### config.mk
export PLATFORM = sky130hd
export DESIGN_NAME = cfg_frame_loader
export DESIGN_NICKNAME = d
export VERILOG_FILES = /design/src/rtl/cfg_frame_pkg.sv /design/src/rtl/cfg_idle_counter.sv /design/src/rtl/cfg_frame_loader.sv
export SDC_FILE = /design/constraint.sdc
export NUM_CORES = 1
export LEC_CHECK = 0
export BUFFER_PORTS_ARGS = -buffer_cell sky130_fd_sc_hd__buf_2
export CORE_MARGIN = 2
export CORE_UTILIZATION = 45
export CTS_CLUSTER_DIAMETER = 100
export DETAILED_ROUTE_END_ITERATION = 6
export PLACE_DENSITY_LB_ADDON = 0.1
export SYNTH_ARGS = -nofsm -noshare
export SYNTH_HDL_FRONTEND = slang
export SYNTH_HIERARCHICAL = 1
export SYNTH_SLANG_ARGS = --single-unit
### constraint.sdc
create_clock -name clk -period 6.25 [get_ports clk]
set_input_delay 0.3125 -clock clk [delete_from_list [all_inputs] [get_ports clk]]
set_output_delay 0.3125 -clock clk [all_outputs]
set_load 0.01 [all_outputs]
### src/rtl/cfg_frame_pkg.sv
// ---------------------------------------------------------------------------
// cfg_frame_pkg
// Shared definitions for the configuration frame loader:
//   - state encoding for the loader FSM (IDLE, COLLECT, DRAIN, COMMIT)
//   - CFG_FRAME_BYTES: bytes per frame (4, or 5 when CFG_CHECKSUM_EN adds a
//     trailing XOR checksum byte)
//   - bit positions of every field inside the 32-bit configuration word
//   - helpers to place a received byte into its lane and to compute the
//     frame checksum
// Optional build macro: CFG_CHECKSUM_EN
// ---------------------------------------------------------------------------
package cfg_frame_pkg;

    typedef logic [1:0] cfg_state_t;

    localparam cfg_state_t ST_IDLE    = 2'd0;
    localparam cfg_state_t ST_COLLECT = 2'd1;
    localparam cfg_state_t ST_DRAIN   = 2'd2;
    localparam cfg_state_t ST_COMMIT  = 2'd3;

`ifdef CFG_CHECKSUM_EN
    localparam int CFG_FRAME_BYTES = 5;
`else
    localparam int CFG_FRAME_BYTES = 4;
`endif

    localparam int K1_MSB       = 31;
    localparam int K1_LSB       = 24;
    localparam int K2_MSB       = 23;
    localparam int K2_LSB       = 16;
    localparam int K3_MSB       = 15;
    localparam int K3_LSB       = 8;
    localparam int SHIFT_EN_BIT = 7;
    localparam int ROT_MSB      = 6;
    localparam int ROT_LSB      = 4;
    localparam int SHAMT_MSB    = 3;
    localparam int SHAMT_LSB    = 1;
    localparam int MODE_BIT     = 0;

    // Frames arrive MSB first; lane 3 carries the packed control fields.
    // Lanes beyond 3 (the checksum byte) leave the word untouched.
    function automatic logic [31:0] put_lane(input logic [31:0] word,
                                             input logic [2:0]  lane,
                                             input logic [7:0]  b);
        logic [31:0] w;
        w = word;
        case (lane)
            3'd0: w[K1_MSB:K1_LSB] = b;
            3'd1: w[K2_MSB:K2_LSB] = b;
            3'd2: w[K3_MSB:K3_LSB] = b;
            3'd3: begin
                w[SHIFT_EN_BIT]        = b[7];
                w[ROT_MSB:ROT_LSB]     = b[6:4];
                w[SHAMT_MSB:SHAMT_LSB] = b[3:1];
                w[MODE_BIT]            = b[0];
            end
            default: ;
        endcase
        return w;
    endfunction

    function automatic logic [7:0] frame_xor(input logic [31:0] w);
        return w[31:24] ^ w[23:16] ^ w[15:8] ^ w[7:0];
    endfunction

endpackage

### src/rtl/cfg_idle_counter.sv
// ---------------------------------------------------------------------------
// cfg_idle_counter
// 8-bit idle-cycle counter with clear, increment and terminal compare.
// Ports:
//   clk, rst  - clock, asynchronous active-high reset
//   inc       - advance the count this cycle
//   clr       - return the count to zero (wins over inc)
//   term      - terminal value to compare against
//   count     - current count
//   at_term   - count equals term
// ---------------------------------------------------------------------------
module cfg_idle_counter (
    input  logic       clk,
    input  logic       rst,
    input  logic       inc,
    input  logic       clr,
    input  logic [7:0] term,
    output logic [7:0] count,
    output logic       at_term
);

    logic [7:0] count_q;
    logic [7:0] count_d;

    // Saturate rather than wrap so a long idle stretch never looks fresh.
    always_comb begin
        count_d = count_q;
        if (clr) begin
            count_d = 8'd0;
        end else if (inc && count_q != 8'hFF) begin
            count_d = count_q + 8'd1;
        end
    end

    always_ff @(posedge clk or posedge rst) begin
        if (rst) begin
            count_q <= 8'd0;
        end else begin
            count_q <= count_d;
        end
    end

    assign count   = count_q;
    assign at_term = (count_q == term);

endmodule

### src/rtl/cfg_frame_loader.sv
// ---------------------------------------------------------------------------
// cfg_frame_loader
// Byte-serial writer for the 32-bit configuration register. Collects a frame
// MSB first, stalls the plaintext stream with hold_data, waits until the
// datapath has been idle for DRAIN_CYCLES consecutive cycles, then issues a
// single-cycle cfg_wen with the assembled word.
// Parameters:
//   DRAIN_CYCLES   - idle cycles required before commit (1..255)
//   TIMEOUT_CYCLES - idle cycles allowed between bytes of a frame (1..255)
// Ports:
//   clk, rst      - clock, asynchronous active-high reset
//   byte_valid    - host byte valid
//   byte_data     - host byte
//   byte_ready    - loader accepts a byte this cycle
//   data_active   - datapath enable currently asserted
//   hold_data     - upstream must stall the datapath
//   cfg_wen       - one-cycle configuration write strobe
//   cfg_data      - committed configuration word
//   err_timeout   - one-cycle pulse, partial frame discarded
//   frame_count   - committed frames, wraps at 256
//   busy          - FSM not idle
//   err_checksum  - (CFG_CHECKSUM_EN only) one-cycle pulse, bad checksum
// Optional build macro: CFG_CHECKSUM_EN adds a 5th XOR checksum byte.
// ---------------------------------------------------------------------------
module cfg_frame_loader
    import cfg_frame_pkg::*;
#(
    parameter int DRAIN_CYCLES   = 4,
    parameter int TIMEOUT_CYCLES = 255
) (
    input  logic        clk,
    input  logic        rst,
    input  logic        byte_valid,
    input  logic [7:0]  byte_data,
    output logic        byte_ready,
    input  logic        data_active,
    output logic        hold_data,
    output logic        cfg_wen,
    output logic [31:0] cfg_data,
    output logic        err_timeout,
    output logic [7:0]  frame_count,
    output logic        busy
`ifdef CFG_CHECKSUM_EN
    ,
    output logic        err_checksum
`endif
);

    localparam logic [7:0] DRAIN_TERM   = 8'(DRAIN_CYCLES);
    // Timeout fires on the edge that would complete TIMEOUT_CYCLES idle
    // cycles, so compare against one less than the limit.
    localparam logic [7:0] TIMEOUT_TERM = 8'(TIMEOUT_CYCLES - 1);
    localparam logic [2:0] LAST_IDX     = 3'(CFG_FRAME_BYTES - 1);

    cfg_state_t  state_q, state_d;
    logic [31:0] data_q, data_d;
    logic [2:0]  idx_q, idx_d;
    logic [31:0] cfg_data_q, cfg_data_d;
    logic [7:0]  frame_count_q, frame_count_d;
    logic        err_timeout_q, err_timeout_d;
`ifdef CFG_CHECKSUM_EN
    logic        err_checksum_q, err_checksum_d;
`endif

    logic       accept;
    logic       to_inc, to_clr, to_at_term;
    logic       dr_inc, dr_clr, dr_at_term;
    logic [7:0] to_count, dr_count;

    // Ready is gated by rst so the host sees it low while reset is held.
    assign byte_ready = !rst && (state_q == ST_IDLE || state_q == ST_COLLECT);
    assign accept     = byte_valid && byte_ready;

    assign to_inc = (state_q == ST_COLLECT) && !accept;
    assign to_clr = (state_q != ST_COLLECT) || accept;
    assign dr_inc = (state_q == ST_DRAIN) && !data_active;
    assign dr_clr = (state_q != ST_DRAIN) || data_active;

    cfg_idle_counter u_timeout_cnt (
        .clk     (clk),
        .rst     (rst),
        .inc     (to_inc),
        .clr     (to_clr),
        .term    (TIMEOUT_TERM),
        .count   (to_count),
        .at_term (to_at_term)
    );

    cfg_idle_counter u_drain_cnt (
        .clk     (clk),
        .rst     (rst),
        .inc     (dr_inc),
        .clr     (dr_clr),
        .term    (DRAIN_TERM),
        .count   (dr_count),
        .at_term (dr_at_term)
    );

    always_comb begin
        state_d        = state_q;
        data_d         = data_q;
        idx_d          = idx_q;
        cfg_data_d     = cfg_data_q;
        frame_count_d  = frame_count_q;
        err_timeout_d  = 1'b0;
`ifdef CFG_CHECKSUM_EN
        err_checksum_d = 1'b0;
`endif
        case (state_q)
            ST_IDLE: begin
                if (accept) begin
                    data_d  = put_lane(32'h0, 3'd0, byte_data);
                    idx_d   = 3'd1;
                    state_d = ST_COLLECT;
                end
            end
            ST_COLLECT: begin
                // Acceptance takes priority over an expiring timeout.
                if (accept) begin
                    data_d = put_lane(data_q, idx_q, byte_data);
                    idx_d  = idx_q + 3'd1;
                    if (idx_q == LAST_IDX) begin
`ifdef CFG_CHECKSUM_EN
                        if (byte_data == frame_xor(data_q)) begin
                            state_d = ST_DRAIN;
                        end else begin
                            err_checksum_d = 1'b1;
                            data_d         = 32'h0;
                            idx_d          = 3'd0;
                            state_d        = ST_IDLE;
                        end
`else
                        state_d = ST_DRAIN;
`endif
                    end
                end else if (to_at_term) begin
                    err_timeout_d = 1'b1;
                    data_d        = 32'h0;
                    idx_d         = 3'd0;
                    state_d       = ST_IDLE;
                end
            end
            ST_DRAIN: begin
                if (dr_at_term) begin
                    cfg_data_d    = data_q;
                    frame_count_d = frame_count_q + 8'd1;
                    state_d       = ST_COMMIT;
                end
            end
            ST_COMMIT: begin
                idx_d   = 3'd0;
                state_d = ST_IDLE;
            end
            default: state_d = ST_IDLE;
        endcase
    end

    always_ff @(posedge clk or posedge rst) begin
        if (rst) begin
            state_q        <= ST_IDLE;
            data_q         <= 32'h0;
            idx_q          <= 3'd0;
            cfg_data_q     <= 32'h0;
            frame_count_q  <= 8'd0;
            err_timeout_q  <= 1'b0;
`ifdef CFG_CHECKSUM_EN
            err_checksum_q <= 1'b0;
`endif
        end else begin
            state_q        <= state_d;
            data_q         <= data_d;
            idx_q          <= idx_d;
            cfg_data_q     <= cfg_data_d;
            frame_count_q  <= frame_count_d;
            err_timeout_q  <= err_timeout_d;
`ifdef CFG_CHECKSUM_EN
            err_checksum_q <= err_checksum_d;
`endif
        end
    end

    assign hold_data   = (state_q == ST_DRAIN) || (state_q == ST_COMMIT);
    assign cfg_wen     = (state_q == ST_COMMIT);
    assign busy        = (state_q != ST_IDLE);
    assign cfg_data    = cfg_data_q;
    assign frame_count = frame_count_q;
    assign err_timeout = err_timeout_q;
`ifdef CFG_CHECKSUM_EN
    assign err_checksum = err_checksum_q;
`endif

    // Counter values are only consumed through their terminal compares.
    logic unused_counts;
    assign unused_counts = ^{to_count, dr_count};

endmodule

==> out/metrics.yaml <==
cp_top_family: "simple AND/OR/NAND/NOR gates"
instances_no_fill: 633
pin_count: 57
slew_headroom_pct: 36.8
synth_top_area_share_pct: 54.9
start_kind: "input pin"
fp.dieArea_um2: 10300
critical_path_class: "input pin to flop"
status: "finished clean"
clock_path_buffers: 2
clk_pin_slew_worst_paths_ns: 0.10
slowest_stage: "nand3b_1"
drv_cap: 0
die_w_um: 102
rows: 35
overflow: 0
cts_num_sinks: 94
nets: 519
dp_hpwl_um: 5800
clock_latency_ns: 0.36
first_iter_violations: 78
gp_congestion: 0.836
synth_top_cell_by_area: "dfrtp_1"
num_vias: 3083
post-place-cells: 616
h-tree-depth: 3
critPathMaxStageDelay_ns: 0.55
critPathBufInv: 3
wl_per_cell_um: 13.2
cts_buffers: 9
via_per_inst: 4.87
ys_seq_area_share_pct: 54.9
period_share_pct: 43.7
port_buffers: 56
fmax_ghz: 0.366
tightest_slew_ns: 0.948
drtPass1Iterations: 4
cts_resized: 0
start_util_pct: 46.4
track_usage_pct: 18.0
synth_edf_count: 0
synth_warnings: 6
finalWirelength_um: 8360
holdWs_ns: 0.193
cellPowerDensity_nw_per_um2: 280
synth-seq-cells: 94
root_buffer: "clkbuf_8"
final.setup.tns_ns: 0
seqCellArea_um2: 2350
ys.flop_type: "dfrtp_1"
hold_class: "input pin to flop"
cp.required_ns: 6.52
grt_pass1_vias: 2925
drive_gt1_share_pct: 17.3
worstPathMaxFanout: 19
cts_tree: "done"
synth_cell_types: 46
worst_setup_path_end_kind: "flop"
syn-instance-count: 431
synth.avg_cell_area_um2: 9.94
crit_path_cell_trace: "dlygate4sd3_1, buf_2, nand2b_2, nand3b_1, inv_1, nand4_2, or4_1, a21oi_1"
grt_pass1_wl_um: 14400
async_flop_share_pct: 100
nFillCells: 905
ant_nets: 0
syn_to_final_growth_pct: 14.3
multi_input_area_um2: 1790
hold_violations: 0
period_minus_slack_ns: 2.73
die_h_um: 102
grt_max_degree: 79
setup_violations: 0
skew_ns: 0.0126
synthTopCellsByArea: "dfrtp_1 55%, nand2_1 8.7%, o21ai_0 5.0%, xnor2_1 4.7%, inv_1 2.5%"
slew_viol_final: 0
antenna_found_initial: 0
leakagePower_uw: 0.00242
fp.coreArea_um2: 9240
rsz0062_at_grt: "no"
power.total_uw: 1370
irDropWorstVdd_mv: 0.143
drc: 0
syn_area_um2: 4280
diodes: 0
cp.arrival_ns: 3.00
-- worst paths after layout --
check                                               from                            endpoint  slack (ns)  cells past startpoint
worst min register to register  cfg_data[23]$_DFFE_PP0P_            cfg_data[23]$_DFFE_PP0P_        0.47                      2
max in group asynchronous                            rst              data_q[26]$_DFFE_PP0P_        4.80                      4
worst min-delay path                        byte_data[5]              data_q[29]$_DFFE_PP0P_        0.19                      3
worst max register to register                      flop  u_timeout_cnt/count[7]$_DFFE_PP0P_        3.70                      5
min in group asynchronous                            rst    u_drain_cnt/count[0]$_DFFE_PP0P_        0.48                      3
worst max-delay path                                 rst  u_timeout_cnt/count[7]$_DFFE_PP0P_        3.52                      8
-- flip-flops by register name, summed over array words and instances (netlist names), named ones only --
name,count
err_timeout,1
idx_q,3
state_q,1
data_q,32
frame_count,8
u_drain_cnt/count,8
u_timeout_cnt/count,8
cfg_data,32
-- Yosys cell counts, drive strengths merged, types with 2 or more instances --
library cell	number
inv	29
nand2	99
mux2	2
nand3b	2
buf	8
nor3b	3
a311oi	2
and2	2
o21ai	43
nand2b	9
clkbuf	8
conb	2
mux2i	10
ha	8
a21boi	2
and3	6
a21oi	11
or4	2
a221o	2
nor2b	2
a211oi	5
nor2	9
nor3	8
nand3	10
or2	2
dfrtp	94
a31oi	2
nor4	2
and4	2
xnor2	23
a22o	2
o22ai	2
nand4	11
o31ai	2
-- cell usage in the layout (no fill, tap or decap), drive strengths merged, types with 5 or more instances in the layout --
master / Yosys / final
nand2b: 9 / 9
a211oi: 5 / 5
nand4: 11 / 11
nand3: 10 / 10
inv: 29 / 32
and3: 6 / 6
xnor2: 23 / 23
dfrtp: 94 / 94
o21ai: 43 / 43
mux2i: 10 / 10
a21oi: 11 / 11
nor3: 8 / 8
nor2: 9 / 9
conb: 2 / 16
buf: 8 / 58
ha: 8 / 8
nand2: 99 / 99
clkbuf: 8 / 10
-- what timing repair did --
| action | CTS | global route |
|---|---|---|
| hold buffers | 1 | 0 |
| buffers inserted | 0 | 0 |
| endpoints found under the hold margin | 16 | 0 |
| setup endpoints to repair | 0 | 0 |
-- worst register-to-register path, cell delays in order (launching register included) --
cell and delay (ns):
dfrtp_1 0.60, nand3b_1 0.68, inv_1 0.35, nand4_2 0.19, or4_1 0.49, a21oi_1 0.15
-- where the power goes --
part	leakage [µW]	internal (µW)	switching (µW)	total (µW)
Combinational	0.00105	97.9	156	254
Clock	0.0000830	152	225	377
Sequential	0.00129	683	56.6	740
Total	0.00242	933	437	1370
-- routing by layer --
| metal | global-route usage, % | wire length [µm] |
|---|---|---|
| met3 | 2.83 | 192 |
| met1 | 23.8 | 4020 |
| met4 | 7.28 | 161 |
| met5 | 0 | 0 |
| met2 | 29.8 | 3990 |
-- logic make-up (layout without fill, tap and decap cells) --
family | Yosys count | in the layout | synth area share (%)
DFF | 94 | 94 | 54.9
and+or+nand+nor | 173 | 173 | 19.7
xor gates and xnor gates | 23 | 23 | 4.70
buffers and inverters | 45 | 104 | 4.64
adders and majority gates | 8 | 8 | 2.34
other | 2 | 16 | 0.175
AOI/OAI and AO/OA | 74 | 74 | 10.7
muxes | 12 | 12 | 2.86
-- per-stage QoR --
step	setup slack [ns]	instance area, µm²	utilization (%)
after global routing	3.24	4890	53.0
after CTS	3.52	4890	53.0
after detailed placement	3.64	4700	50.9
final	3.52	4890	53.0
after floorplan	3.94	4340	-
after global placement	3.73	4700	50.9
-- area by class of cell --
| class | instances | share of cell area (%) |
|---|---|---|
| Clock buffer | 10 | 2.61 |
| Timing Repair Buffer | 59 | 6.24 |
| Tap cell | 129 | 3.30 |
| Inverter | 29 | 2.22 |
| Clock inverter | 6 | 1.10 |
| Multi-Input combinational cell | 306 | 36.5 |
| Sequential cell | 94 | 48.1 |
Power figures use the tool's default switching activity.
